<file path="src/rtl/forwarding_scoreboard.sv">
// Operand-forwarding scoreboard: tracks in-flight writers in a shift register of slots
// and resolves each read port to bypass data, or to a stall while a load is outstanding.
module forwarding_scoreboard #(
   parameter int NREAD   = 2,
   parameter int DEPTH   = 3,
   parameter int LD_SLOT = 1,
   parameter int DW      = 32
) (
   input  logic                CLK,
   input  logic                RST,
   input  logic                adv,
   input  logic                flush,
   input  logic                iss_valid,
   input  logic                iss_wen,
   input  logic [4:0]          iss_dst,
   input  logic                iss_rdy,
   input  logic [DW-1:0]       iss_data,
   input  logic                ld_valid,
   input  logic [DW-1:0]       ld_data,
   input  logic [NREAD-1:0]    rd_en,
   input  logic [5*NREAD-1:0]  rd_addr,
   output logic [NREAD-1:0]    fwd_hit,
   output logic [DW*NREAD-1:0] fwd_data,
   output logic                stall,
   output logic [31:0]         stall_cnt
);

   logic [DEPTH-1:0] valid_q, valid_d;
   logic [DEPTH-1:0] rdy_q, rdy_d;
   logic [4:0]       dst_q  [DEPTH];
   logic [4:0]       dst_d  [DEPTH];
   logic [DW-1:0]    data_q [DEPTH];
   logic [DW-1:0]    data_d [DEPTH];
   logic [31:0]      stall_cnt_q, stall_cnt_d;

   logic             ld_fill;
   logic [NREAD-1:0] pend;
   logic             found;
   logic             sel_rdy;
   logic             sel_ld;
   logic [DW-1:0]    sel_data;

   assign ld_fill = ld_valid & valid_q[LD_SLOT] & ~rdy_q[LD_SLOT];

   // Late data is merged before the shift so it travels with its record
   // (and vanishes with it if that record is the one retiring).
   always_comb begin
      valid_d = valid_q;
      rdy_d   = rdy_q;
      dst_d   = dst_q;
      data_d  = data_q;
      if (ld_fill) begin
         rdy_d[LD_SLOT]  = 1'b1;
         data_d[LD_SLOT] = ld_data;
      end
      if (adv) begin
         for (int i = DEPTH - 1; i > 0; i--) begin
            valid_d[i] = valid_d[i-1];
            rdy_d[i]   = rdy_d[i-1];
            dst_d[i]   = dst_d[i-1];
            data_d[i]  = data_d[i-1];
         end
         valid_d[0] = iss_valid & iss_wen & (iss_dst != 5'd0) & ~flush;
         rdy_d[0]   = iss_rdy;
         dst_d[0]   = iss_dst;
         data_d[0]  = iss_data;
      end else if (flush) begin
         valid_d[0] = 1'b0;
      end
   end

   always_comb begin
      fwd_hit  = '0;
      fwd_data = '0;
      pend     = '0;
      found    = 1'b0;
      sel_rdy  = 1'b0;
      sel_ld   = 1'b0;
      sel_data = '0;
      for (int p = 0; p < NREAD; p++) begin
         found    = 1'b0;
         sel_rdy  = 1'b0;
         sel_ld   = 1'b0;
         sel_data = '0;
         // Scan oldest to youngest so the youngest match is the one left selected.
         for (int i = DEPTH - 1; i >= 0; i--) begin
            if (valid_q[i] && (dst_q[i] == rd_addr[5*p +: 5])) begin
               found    = 1'b1;
               sel_rdy  = rdy_q[i];
               sel_ld   = (i == LD_SLOT);
               sel_data = data_q[i];
            end
         end
         if (rd_en[p] && (rd_addr[5*p +: 5] != 5'd0) && found) begin
            if (sel_rdy) begin
               fwd_hit[p]          = 1'b1;
               fwd_data[DW*p +: DW] = sel_data;
            end else if (sel_ld && ld_valid) begin
               fwd_hit[p]          = 1'b1;
               fwd_data[DW*p +: DW] = ld_data;
            end else begin
               pend[p] = 1'b1;
            end
         end
      end
   end

   assign stall       = |pend;
   assign stall_cnt_d = (stall && (stall_cnt_q != 32'hFFFF_FFFF)) ? stall_cnt_q + 32'd1 : stall_cnt_q;
   assign stall_cnt   = stall_cnt_q;

   always_ff @(posedge CLK) begin
      if (RST) begin
         valid_q     <= '0;
         rdy_q       <= '0;
         stall_cnt_q <= '0;
         for (int i = 0; i < DEPTH; i++) begin
            dst_q[i]  <= '0;
            data_q[i] <= '0;
         end
      end else begin
         valid_q     <= valid_d;
         rdy_q       <= rdy_d;
         stall_cnt_q <= stall_cnt_d;
         for (int i = 0; i < DEPTH; i++) begin
            dst_q[i]  <= dst_d[i];
            data_q[i] <= data_d[i];
         end
      end
   end

endmodule

</file>
<file path="config.mk">
export PLATFORM = sky130hd
export DESIGN_NAME = forwarding_scoreboard
export DESIGN_NICKNAME = d
export VERILOG_FILES = /design/src/rtl/forwarding_scoreboard.sv
export SDC_FILE = /design/constraint.sdc
export NUM_CORES = 1
export LEC_CHECK = 0
export BUFFER_PORTS_ARGS = -buffer_cell sky130_fd_sc_hd__buf_4
export CAP_MARGIN = 10
export CORE_MARGIN = 8
export CORE_UTILIZATION = 40
export CTS_BUF_LIST = sky130_fd_sc_hd__clkbuf_4
export CTS_CLUSTER_SIZE = 14
export DETAILED_ROUTE_END_ITERATION = 12
export GPL_ROUTABILITY_DRIVEN = 0
export GPL_TIMING_DRIVEN = 0
export PLACE_DENSITY = 0.6
export SLEW_MARGIN = 20
export SYNTH_ARGS = -nofsm -noshare
export SYNTH_HDL_FRONTEND = slang
export SYNTH_SLANG_ARGS = --single-unit
</file>
<file path="constraint.sdc">
create_clock -name CLK -period 5.65 [get_ports CLK]
set_clock_uncertainty 0.2 [all_clocks]
set_input_delay 1.4125 -clock CLK [delete_from_list [all_inputs] [get_ports CLK]]
set_output_delay 1.4125 -clock CLK [all_outputs]
set_load 0.05 [all_outputs]
</file>
## Yosys cells after proc, flatten, opt, wreduce, memory -nomap -nowiden

Cells that the tools add are included.

| storage, ports and cells | value |
|---|---|
| register bits after elaboration | 149 |
| input port bits | 89 |
| output and inout bits | 99 |

| cells by class | value |
|---|---|
| add/sub/neg operators | 1 |
| eq/ne operators | 7 |
| muxes and demuxes | 46 |
| bitwise operators | 7 |
| reductions and logical operators | 18 |

Operators by type and width:

| operator | count |
|---|---|
| 2-to-1 mux 32 bit | 13 |
| 2-to-1 mux 64 bit | 1 |
| adder 32 x 1 -> 32 bit, second input constant | 1 |
| inequality test 32 bit, second input constant | 1 |
| 2-to-1 mux 1 bit | 31 |
| == test 5 bit | 6 |
| nonzero test 5 bit | 3 |
| logical AND 1 bit | 13 |
| AND 1 bit | 5 |
| 2-to-1 mux 2 bit | 1 |
| NOT 1 bit | 2 |
| nonzero test 2 bit | 1 |
| OR reduction 2 bit | 1 |

## Depth between registers and ports, before layout

| logic depth | value |
|---|---|
| depth in word-level cells | 10 |
| gate-level depth with buffers | 11 |
| gate-level depth less buffers | 8 |

## Worst setup path after synthesis

No wires, ideal clock.

| timing | value |
|---|---|
| path kind | input port to output port |
| start point | input rd_addr[1] |
| end point | output fwd_data[0] |
| arrival | 3.759 ns |
| setup slack | 0.279 ns |
| stages | 10 |
| path buffers | 3 |
| path through | xor2_1 -> nor3_1 -> and3_1 -> buf_2 -> mux2_4 -> o21ai_2 -> buf_2 -> buf_1 -> a21oi_1 -> nor2_1 |

| on the way | value |
|---|---|
| cells in the longest elaborated chain, start to end | 8 |
| elaborated cells between the ends (all ways) | 24 |
| classes of those cells | 3 x eq/ne; 14 x mux; 7 x reduce/logical |

Ends and longest elaborated chain:

| what | line | source |
|---|---|---|
| start: declaration | 21 | `input logic [5*NREAD-1:0] rd_addr,` |
| == test 5 bit | 87 | `if (valid_q[i] && (dst_q[i] == rd_addr[5*p +: 5])) begin` |
| logical AND 1 bit | 87 |  |
| 2-to-1 mux 1 bit (2 in series) | 87 |  |
| logical AND 1 bit | 98 | `end else if (sel_ld && ld_valid) begin` |
| 2-to-1 mux 32 bit | 98 |  |
| 2-to-1 mux 32 bit | 95 | `if (sel_rdy) begin` |
| 2-to-1 mux 32 bit (*) | 94 | `if (rd_en[p] && (rd_addr[5*p +: 5] != 5'd0) && found) begin` |
| end: declaration | 23 | `output logic [DW*NREAD-1:0] fwd_data,` |

Every way passes the cells marked *; elsewhere a longest branch is shown, timed or not.

## Worst setup path in the final report

| timing | value |
|---|---|
| start point | input rd_addr[1] |
| end point | output fwd_data[1] |

The elaborated chain is that of the path after synthesis.

==> out/qor.csv <==
metric,value,unit
outcome,completed,
cts_tree,built,
netlist_instances,1126,
initial_utilization,40.6,%
via_count,9355,
overflow,0,
worst-path-max-fanout,10,
dp.cells,1587,
p_leak,4.38,nW
fin_nets,1423,
ys_types,48,
ys_seq_area_share,35.2,%
drc_errors,0,
rsz0062_at_grt,no,
drt_iter0_drc,839,
clk_path_buf_depth,2,
async_flop_share,0,%
cp-start-kind,input port,
cts_num_sinks,149,
dpl.hpwl,23.2,mm
firstDrtPassIters,5,
synth_top_area_share,35.2,%
power.switching,0.586,mW
final_max_slew_viol_count,0,
dieArea,0.0261,mm^2
p_sw_share,28.1,%
ir_drop,0.126,mV
route.met2.wl,14.9,mm
syn_avg_cell_area,7.53,um^2
fin_cells,1622,
pin_count,188,
die_h,162,um
crit_required,4.04,ns
relSlewSlack,39.4,%
endpoint_kind,output port,
max_freq,0.182,GHz
arrival,3.88,ns
grt_pass1_wl,50.8,mm
setup_viol,0,
final_cell_area,0.0106,mm^2
grt_max_degree,17,
p_comb_share,11.3,%
wl,31.9,mm
grt_pass1_vias,9290,
synth_edf_count,0,
intPower,1.50,mW
power.total,2.09,mW
synth_top_area_cell,dfxtp_1,
seq_power_share,54.1,%
fin_util,50.7,%
area_growth,25.0,%
place_area,0.0102,mm^2
finalHoldViolations,0,
cts_root_buffer,clkbuf_4,
synthesis.area,0.00848,mm^2
m1WireLength,13.9,mm
place_ws,-0.423,ns
ys.warnings.count,0,
path_class,in -> out,
die_w,162,um
portBuffers,186,
maxCapViolations,0,
p_per_area,197,mW/mm^2
clk_latency,0.58,ns
r2r_slack,2.61,ns
htree_levels,4,
finalWorstPathRequiredPeriod,5.49,ns
clock_power_share,34.6,%
route.met3.wl,2.42,mm
routedWlPerCell,19.7,um
syn_nets,1216,
drive_gt1_share,19.5,%
ant_nets,0,
track_usage,23.8,%
synthTopCellsByArea,"dfxtp_1, nor2_1, mux2i_1, a21oi_1, a221oi_1",
cts-hold-fix-buffers,0,
core,0.0209,mm^2
synth.ff_latch_count,149,
top_layer,met4,
antenna_found_initial,1,
worst_pin_slew,0.909,ns
fin_ws,0.156,ns
synth_top_flop_cell,dfxtp_1,
cts_made_buffers,17,
num_rows,53,
cts.reportedPaths.clkPinSlew,0.13,ns
vias_per_cell,5.77,
min_period_over_period,97.2,%
hp-class,reg -> reg,
flip-flops by register name, indices dropped and copies added, names as in the netlist:
signal,flops
data_q,96
dst_q,15
rdy_q,3
stall_cnt,32
valid_q,3
synth_stat cells, types with 8 or more instances:
cell type	count
a211oi_1	33
a21oi_1	124
a221oi_1	64
and3_1	9
buf_1	18
clkbuf_1	74
dfxtp_1	149
mux2i_1	83
nand2_1	25
nand3_1	15
nand4_1	15
nor2_1	290
nor2b_1	9
nor3_1	74
o21ai_0	18
o31ai_1	8
or3_1	19
or4_1	14
xnor2_1	17
xor2_1	13
metal layers:
layer  track usage [%]  up-vias
met2              38.4      400
li1                  -     4472
met3              5.70       43
met4              8.54        0
met1              30.6     4440
met5                 0        -
critical path: stages:
cell and delay (ns):
buf_4 0.13, xor2_1 0.15, nor3_2 0.21, and3_1 0.17
clkbuf_4 0.23, mux2_4 0.32, o21ai_2 0.15, clkbuf_4 0.24
buf_2 0.29, a21oi_1 0.13, nor2_1 0.19, buf_4 0.24
cell families (layout without fill, tap and decap cells):
kind of cell	Yosys count	count (layout)	synth area share, %
AOI/OAI and AO/OA	258	258	19.7
xor gates and xnor gates	30	30	3.10
adders and majority gates	1	1	0.148
buffers and inverters	106	326	4.80
DFF	149	149	35.2
muxes	91	91	10.9
other	0	1	0
and+or+nand+nor	491	491	26.1
layout make-up:
type                            instances  area (um^2)
Inverter                                7         26.3
Sequential cell                       149         2980
Tap cell                              275          344
Buffer                                 99          417
Fill cell                            2136        10300
Multi-Input combinational cell        871         5120
Clock inverter                         14          159
Antenna cell                            1         2.50
Clock buffer                           18          135
Timing Repair Buffer                  188         1410
repair_timing:
action,in CTS,in global routing
gates resized for setup,18,19
setup endpoints to repair,66,65
setup buffers,0,2
pin swaps,1,1
power groups by stage:
stage / clock network, mW / logic [mW] / registers [mW]
floorplan: 0 / 0.131 / 1.14
global placement: 0 / 0.230 / 1.15
detailed placement: 0 / 0.232 / 1.15
CTS: 0.733 / 0.234 / 1.13
global route: 0.777 / 0.258 / 1.14
finish: 0.724 / 0.235 / 1.13
cells in the final DEF (no fill, tap or decap), drive strengths merged, types with 2 or more instances in the layout:
| cell | synthesis | layout |
|---|---|---|
| a211oi | 33 | 33 |
| a21oi | 124 | 124 |
| a221oi | 64 | 64 |
| and2 | 6 | 6 |
| and3 | 9 | 9 |
| and4 | 2 | 2 |
| buf | 25 | 210 |
| bufinv | 0 | 3 |
| clkbuf | 74 | 95 |
| clkinv | 0 | 8 |
| dfxtp | 149 | 149 |
| inv | 7 | 9 |
| mux2 | 8 | 8 |
| mux2i | 83 | 83 |
| nand2 | 25 | 25 |
| nand3 | 15 | 15 |
| nand4 | 15 | 15 |
| nor2 | 291 | 291 |
| nor2b | 9 | 9 |
| nor3 | 74 | 74 |
| nor4 | 5 | 5 |
| nor4b | 2 | 2 |
| o21ai | 20 | 20 |
| o31ai | 8 | 8 |
| or3 | 19 | 19 |
| or4 | 14 | 14 |
| or4b | 2 | 2 |
| xnor2 | 17 | 17 |
| xor2 | 13 | 13 |
final timing paths:
kind                                  from            end  depth (start not counted)
worst max-delay path            rd_addr[1]    fwd_data[1]                         12
worst min register to register   data_q[7]      data_q[7]                          2
worst max register to register   dst_q[14]  stall_cnt[16]                         10
worst min-delay path             data_q[7]      data_q[7]                          2
per-stage QoR:
stage	hold WS (ns)	TNS, ns
final	0.311	0
after global placement	0.284	-15.55
after detailed placement	0.294	-17.14
after global routing	0.326	0
after floorplan	0.263	0
after CTS	0.309	-0.00139
(Power assumes the default switching activity.)
